File: src/rtl/shift_unit_arbiter.sv
// Round-robin arbiter sharing one 64-bit logical-right barrel shifter among NUM_REQ lanes.
// SLL and SRA are built around the single shifter; one registered output stage gives 1-cycle latency.
module shift_unit_arbiter #(
    parameter int NUM_REQ = 4,
    parameter int WIDTH = 64,
    parameter int TAG_W = 4,
    localparam int ID_W = (NUM_REQ > 2) ? $clog2(NUM_REQ) : 1
) (
    input  logic                     clk,
    input  logic                     rst,
    input  logic [NUM_REQ-1:0]       req_valid,
    output logic [NUM_REQ-1:0]       req_ready,
    input  logic [2*NUM_REQ-1:0]     req_op,
    input  logic [WIDTH*NUM_REQ-1:0] req_data,
    input  logic [6*NUM_REQ-1:0]     req_shamt,
    input  logic [TAG_W*NUM_REQ-1:0] req_tag,
    output logic                     resp_valid,
    input  logic                     resp_ready,
    output logic [WIDTH-1:0]         resp_data,
    output logic [ID_W-1:0]          resp_id,
    output logic [TAG_W-1:0]         resp_tag,
    output logic                     resp_err,
    output logic [31:0]              grant_cnt
);

    localparam logic [1:0] OP_SRL = 2'b00;
    localparam logic [1:0] OP_SLL = 2'b01;
    localparam logic [1:0] OP_SRA = 2'b10;
    localparam logic [1:0] OP_ILL = 2'b11;

    function automatic logic [WIDTH-1:0] bitrev(input logic [WIDTH-1:0] x);
        logic [WIDTH-1:0] r;
        for (int i = 0; i < WIDTH; i++) begin
            r[i] = x[WIDTH-1-i];
        end
        return r;
    endfunction

    logic [ID_W-1:0]  ptr_q;
    logic [ID_W-1:0]  winner;
    logic             any_valid;
    logic             can_accept;
    logic             accept;

    logic [1:0]       op_p0;
    logic [WIDTH-1:0] x_p0;
    logic [5:0]       shamt_p0;
    logic [TAG_W-1:0] tag_p0;
    logic             neg_p0;
    logic [WIDTH-1:0] shift_in_p0;
    logic [WIDTH-1:0] shift_out_p0;
    logic [WIDTH-1:0] result_p0;

    logic             vld_p1;
    logic [WIDTH-1:0] data_p1;
    logic [ID_W-1:0]  id_p1;
    logic [TAG_W-1:0] tag_p1;
    logic             err_p1;
    logic [31:0]      cnt_q;

    // Rotating-priority scan: first valid requester at or after the pointer wins.
    always_comb begin
        winner    = '0;
        any_valid = 1'b0;
        for (int k = 0; k < NUM_REQ; k++) begin
            if (!any_valid && req_valid[(int'(ptr_q) + k) % NUM_REQ]) begin
                any_valid = 1'b1;
                winner    = ID_W'((int'(ptr_q) + k) % NUM_REQ);
            end
        end
    end

    assign can_accept = !vld_p1 || resp_ready;
    assign accept     = any_valid && can_accept && !rst;

    always_comb begin
        req_ready = '0;
        if (accept) begin
            req_ready[winner] = 1'b1;
        end
    end

    // ---- stage p0: operand select and shift ----
    always_comb begin
        op_p0    = req_op[int'(winner)*2 +: 2];
        x_p0     = req_data[int'(winner)*WIDTH +: WIDTH];
        shamt_p0 = req_shamt[int'(winner)*6 +: 6];
        tag_p0   = req_tag[int'(winner)*TAG_W +: TAG_W];
        neg_p0   = (op_p0 == OP_SRA) && x_p0[WIDTH-1];

        // SLL reflects operand and result; negative SRA complements both so zero-fill becomes sign-fill.
        if (op_p0 == OP_SLL) begin
            shift_in_p0 = bitrev(x_p0);
        end else if (neg_p0) begin
            shift_in_p0 = ~x_p0;
        end else begin
            shift_in_p0 = x_p0;
        end

        shift_out_p0 = shift_in_p0 >> shamt_p0;

        case (op_p0)
            OP_SRL:  result_p0 = shift_out_p0;
            OP_SLL:  result_p0 = bitrev(shift_out_p0);
            OP_SRA:  result_p0 = neg_p0 ? ~shift_out_p0 : shift_out_p0;
            default: result_p0 = '0;
        endcase
    end

    // ---- stage p1: response register ----
    always_ff @(posedge clk) begin
        if (rst) begin
            vld_p1  <= 1'b0;
            data_p1 <= '0;
            id_p1   <= '0;
            tag_p1  <= '0;
            err_p1  <= 1'b0;
            cnt_q   <= '0;
            ptr_q   <= '0;
        end else begin
            if (accept) begin
                vld_p1  <= 1'b1;
                data_p1 <= result_p0;
                id_p1   <= winner;
                tag_p1  <= tag_p0;
                err_p1  <= (op_p0 == OP_ILL);
                cnt_q   <= cnt_q + 32'd1;
                ptr_q   <= (winner == ID_W'(NUM_REQ - 1)) ? '0 : winner + ID_W'(1);
            end else if (resp_ready) begin
                vld_p1  <= 1'b0;
            end
        end
    end

    assign resp_valid = vld_p1;
    assign resp_data  = data_p1;
    assign resp_id    = id_p1;
    assign resp_tag   = tag_p1;
    assign resp_err   = err_p1;
    assign grant_cnt  = cnt_q;

endmodule
File: config.mk
export PLATFORM = sky130hd
export DESIGN_NAME = shift_unit_arbiter
export DESIGN_NICKNAME = d
export VERILOG_FILES = /design/src/rtl/shift_unit_arbiter.sv
export SDC_FILE = /design/constraint.sdc
export NUM_CORES = 1
export LEC_CHECK = 0
export ABC_AREA = 1
export BUFFER_PORTS_ARGS = -buffer_cell sky130_fd_sc_hd__buf_2
export CAP_MARGIN = 20
export CELL_PAD_IN_SITES_DETAIL_PLACEMENT = 1
export CELL_PAD_IN_SITES_GLOBAL_PLACEMENT = 2
export CORE_ASPECT_RATIO = 1.75
export CORE_MARGIN = 5
export CORE_UTILIZATION = 29
export CTS_CLUSTER_DIAMETER = 120
export DETAILED_ROUTE_END_ITERATION = 6
export GPL_TIMING_DRIVEN = 1
export PLACE_DENSITY = 0.93
export SYNTH_ARGS = -nofsm -noshare
export SYNTH_HDL_FRONTEND = slang
export SYNTH_SLANG_ARGS = --single-unit
File: constraint.sdc
create_clock -name clk -period 6.1 [get_ports clk]
set_clock_uncertainty 0.05 [all_clocks]
set_input_delay 0.915 -clock clk [delete_from_list [all_inputs] [get_ports clk]]
set_output_delay 0.915 -clock clk [all_outputs]
set_load 0.01 [all_outputs]
== Word-level counts from Yosys, hierarchy flattened ==
Cells that the tools add are included.
Storage, ports and cells
  word-level logic and storage cells: 80
  input port bits: 311
  register bits after elaboration: 106
Operators by class
  reductions and logical operators: 18
  $mul: 1
  equality and inequality tests: 4
  bitwise gates (word level): 5
  magnitude comparators: 6
  muxes and demuxes: 29
  shift operators: 5
  add/sub/neg operators: 5
Operators with widths (count)
  $shiftx 256x9->64: 1
  $mux 64: 3
  $pmux 64 s3: 1
  $not 64->64: 2
  $shr 64x6->64: 1
  $add 32x1->32 const B: 1
  $shiftx 24x6->6: 1
  $shiftx 16x5->4: 1
  $mux 1: 14
  $lt 3x4->1 const B: 3
  $mux 2: 5
  $bmux 1 s2: 4
  $shiftx 8x4->2: 1
  $logic_and 1x1->1: 7
  $eq 2x2->1 const B: 3
  $lt 2x3->1 const B: 2
  $reduce_or 2->1: 3
  $logic_not 1->1: 5
  $add 2x1->2 const B: 2
  $add 2x2->2 const B: 2
  $mul 2x2->4 const B: 1
  $mux 4: 1
  $and 1x1->1 const A: 3
  $demux 1 s2: 1
  5 further kinds: 5

== Depth between registers and ports, before layout ==
Gate-level depths: netlist of run 1.
  word-level depth: 23
  gate-level depth with buffers: 33

== Least setup slack after synthesis of run 1 ==
Ideal clock, no wire load.
  path type: input to output
  from: in req_valid[3]
  to: out req_ready[0]
  arrival time: 2.743 ns
  setup slack: 2.392 ns
  required time: 5.135 ns
  stages: 14
  cells stage by stage: inv_1 -> nand2_1 -> nand3_1 -> nand2_2 -> nor2_4 -> nand3_1 -> nand2_1 -> buf_4 -> buf_2 -> buf_2 -> buf_1 -> ha_1 -> inv_1 -> nor2_1
On the way
  longest elaborated chain between the ends: 17
  elaborated cells on any way between the ends: 33
  those cells by class: order compare (2); mux (22); reduce/logical (9)
Ends and longest elaborated chain
  start: declaration: RTL line 11  | input logic [NUM_REQ-1:0] req_valid,
  $bmux 1 s2: RTL line 66  | if (!any_valid && req_valid[(int'(ptr_q) + k) % NUM_REQ]) begin
  $mux 1 (not written as such): RTL line 66
  $mux 1: RTL line 66
  $logic_not 1->1: RTL line 66
  $logic_and 1x1->1: RTL line 66
  $mux 1: RTL line 66
  $logic_not 1->1: RTL line 66
  $logic_and 1x1->1: RTL line 66
  $mux 1: RTL line 66
  $logic_not 1->1: RTL line 66
  $logic_and 1x1->1: RTL line 66
  $mux 2: RTL line 66
  $lt 2x3->1 (not written as such) / $ge 2x1->1 (equally long branches): RTL line 79  | req_ready[winner] = 1'b1;
  $logic_and 1x1->1 (not written as such): RTL line 79
  $mux 1 (not written as such): RTL line 79
  $demux 1 s2: RTL line 79
  $mux 4 *: RTL line 78  | if (accept) begin
  end: declaration: RTL line 12  | output logic [NUM_REQ-1:0] req_ready,
Mark *: on every way between the ends. The rest lies on a longest branch, timed or not. The select of a mux whose other input is x is not followed.

== Final worst setup path of run 1 ==
  from: reg ptr_q[0]
  to: reg data_p1[2] (netlist: resp_data[2])
On the way
  longest elaborated chain between the ends: 21
  elaborated cells on any way between the ends: 45
  those cells by class: add/sub (3); mul (1); eq/ne (2); shift (4); mux (23); bitwise (2); reduce/logical (10)
Ends and longest elaborated chain
  start: declaration: RTL line 39  | logic [ID_W-1:0] ptr_q;
  start signal: assignment: RTL line 128  | ptr_q <= (winner == ID_W'(NUM_REQ - 1)) ? '0 : winner + ID_W'(1);
  branches (longest 21 deep; another with $add 2x1->2)
  end signal: assignment: RTL line 123  | data_p1 <= result_p0;
  end: declaration: RTL line 55  | logic [WIDTH-1:0] data_p1;
Parallel ways; which one is timed is not known. The select of a mux whose other input is x is not followed.
A chain may end at the register's enable or synchronous reset.

==> results of run 1 <==
[final cells by class]
type | instances | area, µm² | area share [%]
Timing Repair Buffer | 469 | 2650 | 13.73
Sequential cell | 106 | 2122 | 11.00
Clock inverter | 7 | 67.56 | 0.3501
Multi-Input combinational cell | 2649 | 12500 | 64.76
Clock buffer | 9 | 225.2 | 1.167
Inverter | 204 | 770.7 | 3.994
Tap cell | 767 | 959.7 | 4.973
Antenna cell | 2 | 5.005 | 0.02594
[layout by cell type (no fill, tap or decap), drive strengths merged]
cell,instances
a21oi,95
a311oi,1
a31oi,7
a32oi,6
and3,1
buf,469
clkbuf,9
clkinv,6
dfxtp,106
diode,2
ha,5
inv,205
mux2i,1
nand2,1076
nand3,1149
nand3b,1
nand4,31
nor2,51
nor3,18
nor3b,3
nor4,4
o211ai,46
o21a,3
o21ai,91
o21bai,1
o22ai,1
or2,58
[cells by family after synthesis]
logic type               after synthesis
buffers and inverters                457
flip-flops                           106
AND/OR/NAND/NOR                     2392
multiplexers                           1
adder cells (fa/ha/maj)                5
AO/OA/AOI/OAI                        251
[layer usage]
layer  vias up  track usage, %
met5         -               0
met4         2           13.97
met3       194           4.275
met2       843           47.18
met1     10858           30.00
li1      11247               -
[sequential cells by signal, indices dropped and copies added (netlist names)]
register and count:
ptr_q 2, resp_err 1, resp_data 64, resp_id 2
resp_tag 4, grant_cnt 32, resp_valid 1
[worst max-delay path, delay by kind of cell, from the launching register on]
family          cells  cell delay (ns)
compound gates      1             0.15
buf+inv             3             1.23
flops               1             0.60
simple gates       21             3.17
[path summary, 6_finish.rpt]
| check | endpoint | slack [ns] |
|---|---|---|
| worst min-delay path | grant_cnt[31] | 0.40 |
| worst min register to register | grant_cnt[31] | 0.40 |
| worst max register to register | resp_data[2] | 0.66 |
| worst max-delay path | resp_data[2] | 0.66 |
[metrics by stage]
step                std cells  utilization, %  instance area (µm²)  setup slack (ns)  hold WS (ns)
floorplan                3212               -                16680             2.392        0.4225
detailed placement       4194           33.27                18980            0.5399        0.3917
global route             4213           33.83                19300            0.1282        0.4328
finish                   4213           33.83                19300            0.6553        0.3972
CTS                      4210           33.79                19270            0.7341        0.4065
global placement         4194           33.27                18980            0.5886        0.3838
[synthesized netlist by cell type, drive strengths merged]
library cell / n / area (µm²)
a21oi: 95 / 475.5
a311oi: 1 / 8.760
a31oi: 7 / 43.79
a32oi: 6 / 105.1
and3: 1 / 6.260
buf: 200 / 1187
clkbuf: 53 / 198.9
clkinv: 1 / 5.000
dfxtp: 106 / 2122
ha: 5 / 62.56
inv: 203 / 762.0
mux2i: 1 / 10.01
nand2: 1076 / 4076
nand3: 1149 / 5816
nand3b: 1 / 7.510
nand4: 31 / 193.9
nor2: 51 / 246.5
nor3: 18 / 90.09
nor3b: 3 / 22.52
nor4: 4 / 25.02
o211ai: 46 / 345.3
o21a: 3 / 22.52
o21ai: 91 / 462.9
o21bai: 1 / 7.510
o22ai: 1 / 12.51
or2: 58 / 362.9
==> run_results.csv, run 1 <==
group,metric,value,unit
status,status,"completed",
floorplanning,die_h,327.2,µm
placement,io_buffers,418,
grt,grt_pass1_vias,23082,
logic_synthesis,synth_fa_ha_area_share,0.3751,%
final_layout,fill_cells,8145,
grt,grtUsageTotal,26.50,%
floorplanning,chipWidth,191.3,µm
hold_path,hold_class,"reg2reg",
drt,met3_length,5.392,mm
placement,dp_hpwl,69.25,mm
grt,grt_overflow,0,
setup_path,slowest_delay,0.74,ns
final_layout,drive_gt1_share,17.22,%
timing,setup_viol,0,
cts,cts_max_level,3,
grt,grt_antenna_before_repair,3,
drt,m1WireLength,33.18,mm
timing,fin_crit,5.445,ns
timing,hold_viol,0,
cts,clk_latency,0.37,ns
drt,top_layer,"met5",
setup_path,worstReg2RegStart,"ptr_q[0]",
setup_path,reg2reg_depth,25,
cts,post_cts_resized,0,
drt,drt-initial-drc-count,1799,
setup_path,setup.worst_path.start,"ptr_q[0]",
logic_synthesis,synth_seq_cells,106,
timing,finalCritPeriodShare,89.26,%
logic_synthesis,synthMuxAreaShare,0.06002,%
setup_path,critical_path_class,"reg2reg",
logic_synthesis,yosysSeqAreaShare,12.72,%
setup_path,arrival,5.68,ns
grt,grt_max_degree,110,
cts,cts_setup_buffers,0,
logic_synthesis,synth_top_family_by_area,"simple AND/OR/NAND/NOR gates",
hold_path,min_from,"grant_cnt[31]",
hold_path,hold_depth,1,
cts,cts_buffers,9,
logic_synthesis,netlist_area,16680,µm²
timing,setup-tns-final,0,ns
logic_synthesis,ys_types,43,
final_layout,area.growth.synth_to_final,15.70,%
setup_path,crit_top_cell,"nand3_1",
setup_path,crit_slowest_cell,"buf_4",
setup_path,path_max_fanout,83,
drt,drtAntennaViolNets,0,
floorplanning,design.core.area,57040,µm²
drt,via_count,23144,
flow_run,cap_violations,0,
setup_path,critPathLaunchType,"register",
final_layout,fin_nets,3755,
timing,fmax,183.7,MHz
floorplanning,rows,116,
floorplanning,dieArea,62600,µm²
drt,wl_met2,42.90,mm
cts,cts_root_buf,"clkbuf_16",
timing,slew_viol_final,0,
drt,drcViolationCount,0,
logic_synthesis,syn_inst,3212,
timing,rsz0062_at_grt,"no",
drt,dr.pass1.iters,5,
cts,cts_tree,"yes",
floorplanning,start_util,29.24,%
logic_synthesis,synthSimpleGateAreaFrac,65.03,%
logic_synthesis,syn_nets,3528,
cts,path_clk_slew,0.09,ns
drt,via_per_inst,5.493,
setup_path,worst-endpoint-required,6.33,ns
drt,wl,86.86,mm
setup_path,cp-end-kind,"register",
grt,grt_pass1_wl,132.5,mm
drt,wl_per_cell,20.62,µm
logic_synthesis,synth_compound_area_share,8.897,%
placement,place_congestion,1.009,
floorplanning,ioPinCount,419,
cts,clock_path_buffers,2,
logic_synthesis,synth_xor_area_share,0,%
logic_synthesis,avgSynthCellArea,5.193,µm²
cts,cts_hold_buf,0,
timing,worst_slew_margin_rel,33.77,%
logic_synthesis,synth_warnings,0,
timing,tightest_slew,0.9913,ns
cts,cts.sinks,106,
Power of run 1 is not shown: default switching activity piles up to over one toggle a cycle in this logic, so the estimate is an artifact.
==> inputs of run 2 (changes only) <==
--- a/config.mk
+++ b/config.mk
@@ -13,6 +13,7 @@
 export CORE_ASPECT_RATIO = 1.75
 export CORE_MARGIN = 5
 export CORE_UTILIZATION = 29
+export CTS_BUF_LIST = sky130_fd_sc_hd__clkbuf_4
 export CTS_CLUSTER_DIAMETER = 120
 export DETAILED_ROUTE_END_ITERATION = 6
 export GPL_TIMING_DRIVEN = 1
==> run_results.csv, run 2 (synthesis gave the netlist of run 1 again) <==
group,metric,value,unit
cts,path_clk_slew,0.21,ns
status,status,"completed",
final_layout,largest_reg_flops,64,
setup_path,crit_slowest_cell,"buf_4",
floorplanning,die_h,327.2,µm
setup_path,path_max_fanout,83,
grt,grt_pass1_wl,132.4,mm
timing,setup_viol,0,
final_layout,drive_gt1_share,17.22,%
hold_path,min_from,"grant_cnt[31]",
timing,tightest_slew,1.001,ns
drt,dr.pass1.iters,5,
drt,drcViolationCount,0,
cts,cts_tree,"yes",
placement,dp_hpwl,69.25,mm
cts,cts.sinks,106,
grt,grtUsageTotal,26.46,%
timing,hold_viol,0,
floorplanning,ioPinCount,419,
flow_run,cap_violations,0,
cts,cts_hold_buf,0,
drt,wl_per_cell,20.61,µm
setup_path,critical_path_class,"reg2reg",
cts,clk_latency,0.52,ns
timing,finalCritPeriodShare,90.47,%
grt,grt_overflow,0,
drt,via_per_inst,5.480,
placement,place_area,18980,µm²
setup_path,arrival,5.92,ns
setup_path,worstReg2RegStart,"ptr_q[0]",
final_layout,fin_util,33.56,%
drt,via_count,23092,
floorplanning,design.core.area,57040,µm²
final_layout,multi_input_comb_area,12500,µm²
timing,worst_slew_margin_rel,33.14,%
cts,clock_path_buffers,2,
cts,cts_root_buf,"clkbuf_4",
floorplanning,start_util,29.24,%
setup_path,setup.worst_path.start,"ptr_q[0]",
final_layout,fill_cells,8161,
setup_path,cp-end-kind,"register",
cts,cts_setup_buffers,0,
final_layout,fin_area,19140,µm²
setup_path,crit_top_cell,"nand3_1",
placement,place_congestion,1.009,
floorplanning,dieArea,62600,µm²
placement,io_buffers,418,
grt,grt_pass1_vias,23029,
cts,cts_max_level,3,
floorplanning,chipWidth,191.3,µm
setup_path,worst-endpoint-required,6.50,ns
drt,drt-initial-drc-count,1749,
timing,fmax,181.2,MHz
grt,grt_antenna_before_repair,4,
floorplanning,rows,116,
drt,wl,86.87,mm
setup_path,critPathLaunchType,"register",
cts,cts_buffers,9,
final_layout,area.growth.synth_to_final,14.77,%
timing,slew_viol_final,0,
hold_path,hold_class,"reg2reg",
setup_path,worst-path-buf-inv,3,
final_layout,layout_commonest_cell,"nand3_1",
timing,rsz0062_at_grt,"no",
setup_path,cp_top_family,"simple AND/OR/NAND/NOR gates",
final_layout,instances_no_fill,4214,
cts,post_cts_resized,0,
drt,drtAntennaViolNets,0,
timing,fin_crit,5.519,ns
final_layout,fin_nets,3755,
placement,place_inst,4194,
timing,setup-tns-final,0,ns
final_layout,final_cell_mix,"1139 x nand3_1, 1059 x nand2_1, 418 x buf_2",
grt,grt_max_degree,110,
final_layout,ff_latch_area,2122,µm²
setup_path,slowest_delay,0.77,ns
-- run 2: cell count changes in the layout (fill, tap and decap cells not counted) --
| cell | delta |
|---|---|
| clkbuf_16 | -9 |
| diode_2 | +1 |
| clkbuf_4 | +9 |
-- run 2: worst reg2reg max path, cell delays in order (launching register included) --
cell      delay, ns
dfxtp_1        0.63
inv_2          0.21
nand2_1        0.12
nand2_2        0.10
nand2_1        0.12
nand2_2        0.07
nor2_4         0.14
nand3_1        0.13
nand2_4        0.29
clkinv_2       0.29
nand2_1        0.15
nand2_2        0.13
nand2_4        0.26
buf_4          0.77
nand3_1        0.32
nand3_1        0.15
nand3_1        0.09
nand3_1        0.17
nand3_1        0.35
nand3_1        0.31
nand2_1        0.09
nand2_1        0.08
nand3_1        0.09
nand3_1        0.13
nand2_1        0.06
a21oi_1        0.16
-- run 2: per-stage QoR --
step	hold slack, ns	worst slack (ns)
floorplan	0.4225	2.392
global placement	0.3838	0.5886
detailed placement	0.3917	0.5399
CTS	0.4184	0.7142
global route	0.4441	0.09357
finish	0.4086	0.5811
-- run 2: metal layers --
metal  share of wire (%)  vias to the layer above  track usage [%]
li1                    -                    11252                -
met4                 6.0                        2            13.59
met1                  38                    10840            30.04
met2                  50                      814            47.25
met5               0.015                        -                0
met3                 6.0                      184            4.168
-- run 2: path summary, 6_finish.rpt --
check                  end  slack, ns  cells past startpoint
max           resp_data[2]       0.58                     25
min          grant_cnt[31]       0.41                      1
max reg2reg   resp_data[2]       0.58                     25
min reg2reg  grant_cnt[31]       0.41                      1
-- run 2: layout make-up --
class,instances,area share [%]
multi-input combinational,2649,65.29
sequential,106,11.09
antenna,3,0.03922
clock buffer,9,0.3530
tap,767,5.013
timing repair buffer,469,13.84
inverter,204,4.026
clock inverter,7,0.3530
Power of run 2 is left out for the same reason.
==> inputs of run 3 (changes only) <==
--- a/config.mk
+++ b/config.mk
@@ -12,12 +12,12 @@
 export CELL_PAD_IN_SITES_GLOBAL_PLACEMENT = 2
 export CORE_ASPECT_RATIO = 1.75
 export CORE_MARGIN = 5
-export CORE_UTILIZATION = 29
+export CORE_UTILIZATION = 27
 export CTS_BUF_LIST = sky130_fd_sc_hd__clkbuf_4
 export CTS_CLUSTER_DIAMETER = 120
 export DETAILED_ROUTE_END_ITERATION = 6
 export GPL_TIMING_DRIVEN = 1
-export PLACE_DENSITY = 0.93
+export PLACE_DENSITY = 0.88
 export SYNTH_ARGS = -nofsm -noshare
 export SYNTH_HDL_FRONTEND = slang
 export SYNTH_SLANG_ARGS = --single-unit
==> constraint.sdc (replaced) <==
create_clock -name clk -period 6.3 [get_ports clk]
set_clock_uncertainty 0.05 [all_clocks]
set_input_delay 0.945 -clock clk [delete_from_list [all_inputs] [get_ports clk]]
set_output_delay 0.945 -clock clk [all_outputs]
set_load 0.01 [all_outputs]
==> run_results.csv, run 3 (synthesis gave the netlist of run 1 again) <==
group,metric,value,unit
floorplanning,start_util,27.23,%
cts,cts_root_buf,"clkbuf_4",
timing,slew_viol_final,0,
drt,via_count,23166,
floorplanning,ioPinCount,419,
final_layout,area.growth.synth_to_final,15.12,%
timing,tightest_slew,0.9873,ns
timing,rsz0062_at_grt,"no",
status,status,"completed",
drt,via_per_inst,5.468,
flow_run,cap_violations,0,
final_layout,drive_gt1_share,17.19,%
floorplanning,dieArea,67040,µm²
cts,clk_latency,0.52,ns
setup_path,worst-endpoint-required,6.72,ns
grt,top_usage_layer,"met2",
drt,drcViolationCount,0,
cts,cts_setup_buffers,0,
drt,drtAntennaViolNets,0,
cts,cts.sinks,106,
placement,place_congestion,0.9399,
setup_path,critical_path_class,"reg2reg",
final_layout,largest_reg_flops,64,
grt,use_met2,43.30,%
timing,setup_viol,0,
timing,fmax,188.9,MHz
setup_path,cp-end-kind,"register",
setup_path,arrival,5.71,ns
grt,grtUsageTotal,24.85,%
final_layout,fill_cells,8644,
grt,grt_antenna_before_repair,1,
setup_path,critPathLaunchType,"register",
grt,grt_pass1_vias,22932,
hold_path,hold_depth,2,
cts,path_clk_slew,0.20,ns
placement,dp_hpwl,69.37,mm
floorplanning,design.core.area,61260,µm²
setup_path,path_max_fanout,48,
placement,io_buffers,418,
floorplanning,rows,120,
final_layout,layout_commonest_cell,"nand3_1",
setup_path,worstReg2RegStart,"ptr_q[0]",
grt,grt_pass1_wl,132.8,mm
floorplanning,chipWidth,197.9,µm
cts,post_cts_resized,0,
timing,hold_viol,0,
hold_path,min_from,"resp_data[47]",
floorplanning,die_h,338.8,µm
grt,grt_overflow,0,
final_layout,final_cell_mix,"1139 x nand3_1, 1059 x nand2_1, 418 x buf_2",
hold_path,hold_end,"resp_data[47]",
hold_path,hold_class,"reg2reg",
cts,cts_tree,"yes",
grt,grt_max_degree,110,
cts,clock_path_buffers,2,
cts,cts_max_level,3,
timing,worst_slew_margin_rel,34.18,%
final_layout,fin_nets,3754,
timing,finalCritPeriodShare,84.01,%
drt,dr.pass1.iters,7,
grt,use_met1,29.22,%
timing,fin_crit,5.293,ns
setup_path,r2r_slack,1.01,ns
timing,setup-tns-final,0,ns
grt,grtUsageMet3,3.858,%
setup_path,r2r-end,"resp_data[6]",
drt,wl,87.31,mm
drt,drt-initial-drc-count,1347,
cts,cts_hold_buf,0,
setup_path,reg2reg_depth,27,
drt,wl_per_cell,20.61,µm
cts,cts_buffers,9,
-- run 3: cell types whose count changed in the layout (fill, tap and decap cells not counted) --
cell / before / now
clkinv_2: 3 / 2
clkinvlp_4: 0 / 1
clkinv_4: 2 / 1
clkinv_8: 1 / 3
diode_2: 3 / 1
buf_16: 0 / 1
inv_6: 2 / 1
buf_4: 37 / 35
-- run 3: layer usage --
layer,vias to the layer above,part of all wire (%)
met3,167,6.0
li1,11254,-
met5,-,0
met4,0,5.8
met1,10981,39
met2,764,49
-- run 3: final cells by class --
cell class,instances,area (µm²),area share [%]
well taps,793,992.2,5.168
multi-input cells,2649,12500,65.09
clock inverters,7,85.08,0.4431
flip-flops and latches,106,2122,11.05
inverters,204,770.7,4.014
clock buffers,9,67.56,0.3519
diodes,1,2.502,0.01303
repair buffers,468,2663,13.87
-- run 3: stage by stage --
step                      std cells  instance area, µm²  util [%]  setup slack (ns)  hold WS (ns)
after global placement         4219               19020     31.04            0.8864        0.3849
after CTS                      4235               19170     31.29             1.011        0.4266
after global routing           4237               19200     31.34            0.5521        0.4392
final                          4237               19200     31.34             1.007        0.4245
after detailed placement       4219               19020     31.04            0.8198        0.4041
after floorplan                3212               16680         -             2.532        0.4225
-- run 3: worst max-delay path, cell delays in order, from the launching register on --
cell and delay, ns:
dfxtp_1 0.65, inv_2 0.22, nand2_1 0.12, nand2_2 0.09, nand2_1 0.10, nand2_2 0.07
nor2_4 0.13, nand3_1 0.13, nand2_4 0.29, clkinv_2 0.39, nand2_1 0.20, nand2_2 0.14
nor2_4 0.10, buf_4 0.44, nand3_1 0.20, nand2_1 0.15, nand2_1 0.08, nand3_1 0.13
nand3_1 0.17, nand3_1 0.16, nand3_1 0.13, nand3_1 0.22, nand3_1 0.25, nand2_1 0.19
nand2_1 0.06, nand3_1 0.09, nand2_1 0.07, a21oi_1 0.15
-- run 3: worst max path at each step --
| stage | startpoint | to | slack [ns] | depth (start not counted) |
|---|---|---|---|---|
| finish | ptr_q[0] | resp_data[6] | 1.01 | 27 |
| global route | ptr_q[0] | resp_data[38] | 0.55 | 26 |
| CTS | ptr_q[0] | resp_data[25] | 1.01 | 26 |
| detailed placement | req_valid[1] | resp_data[25] | 0.82 | 26 |
| global placement | req_valid[3] | resp_data[25] | 0.89 | 26 |
| floorplan | req_valid[3] | req_ready[0] | 2.53 | 14 |
Power of run 3 is left out for the same reason.
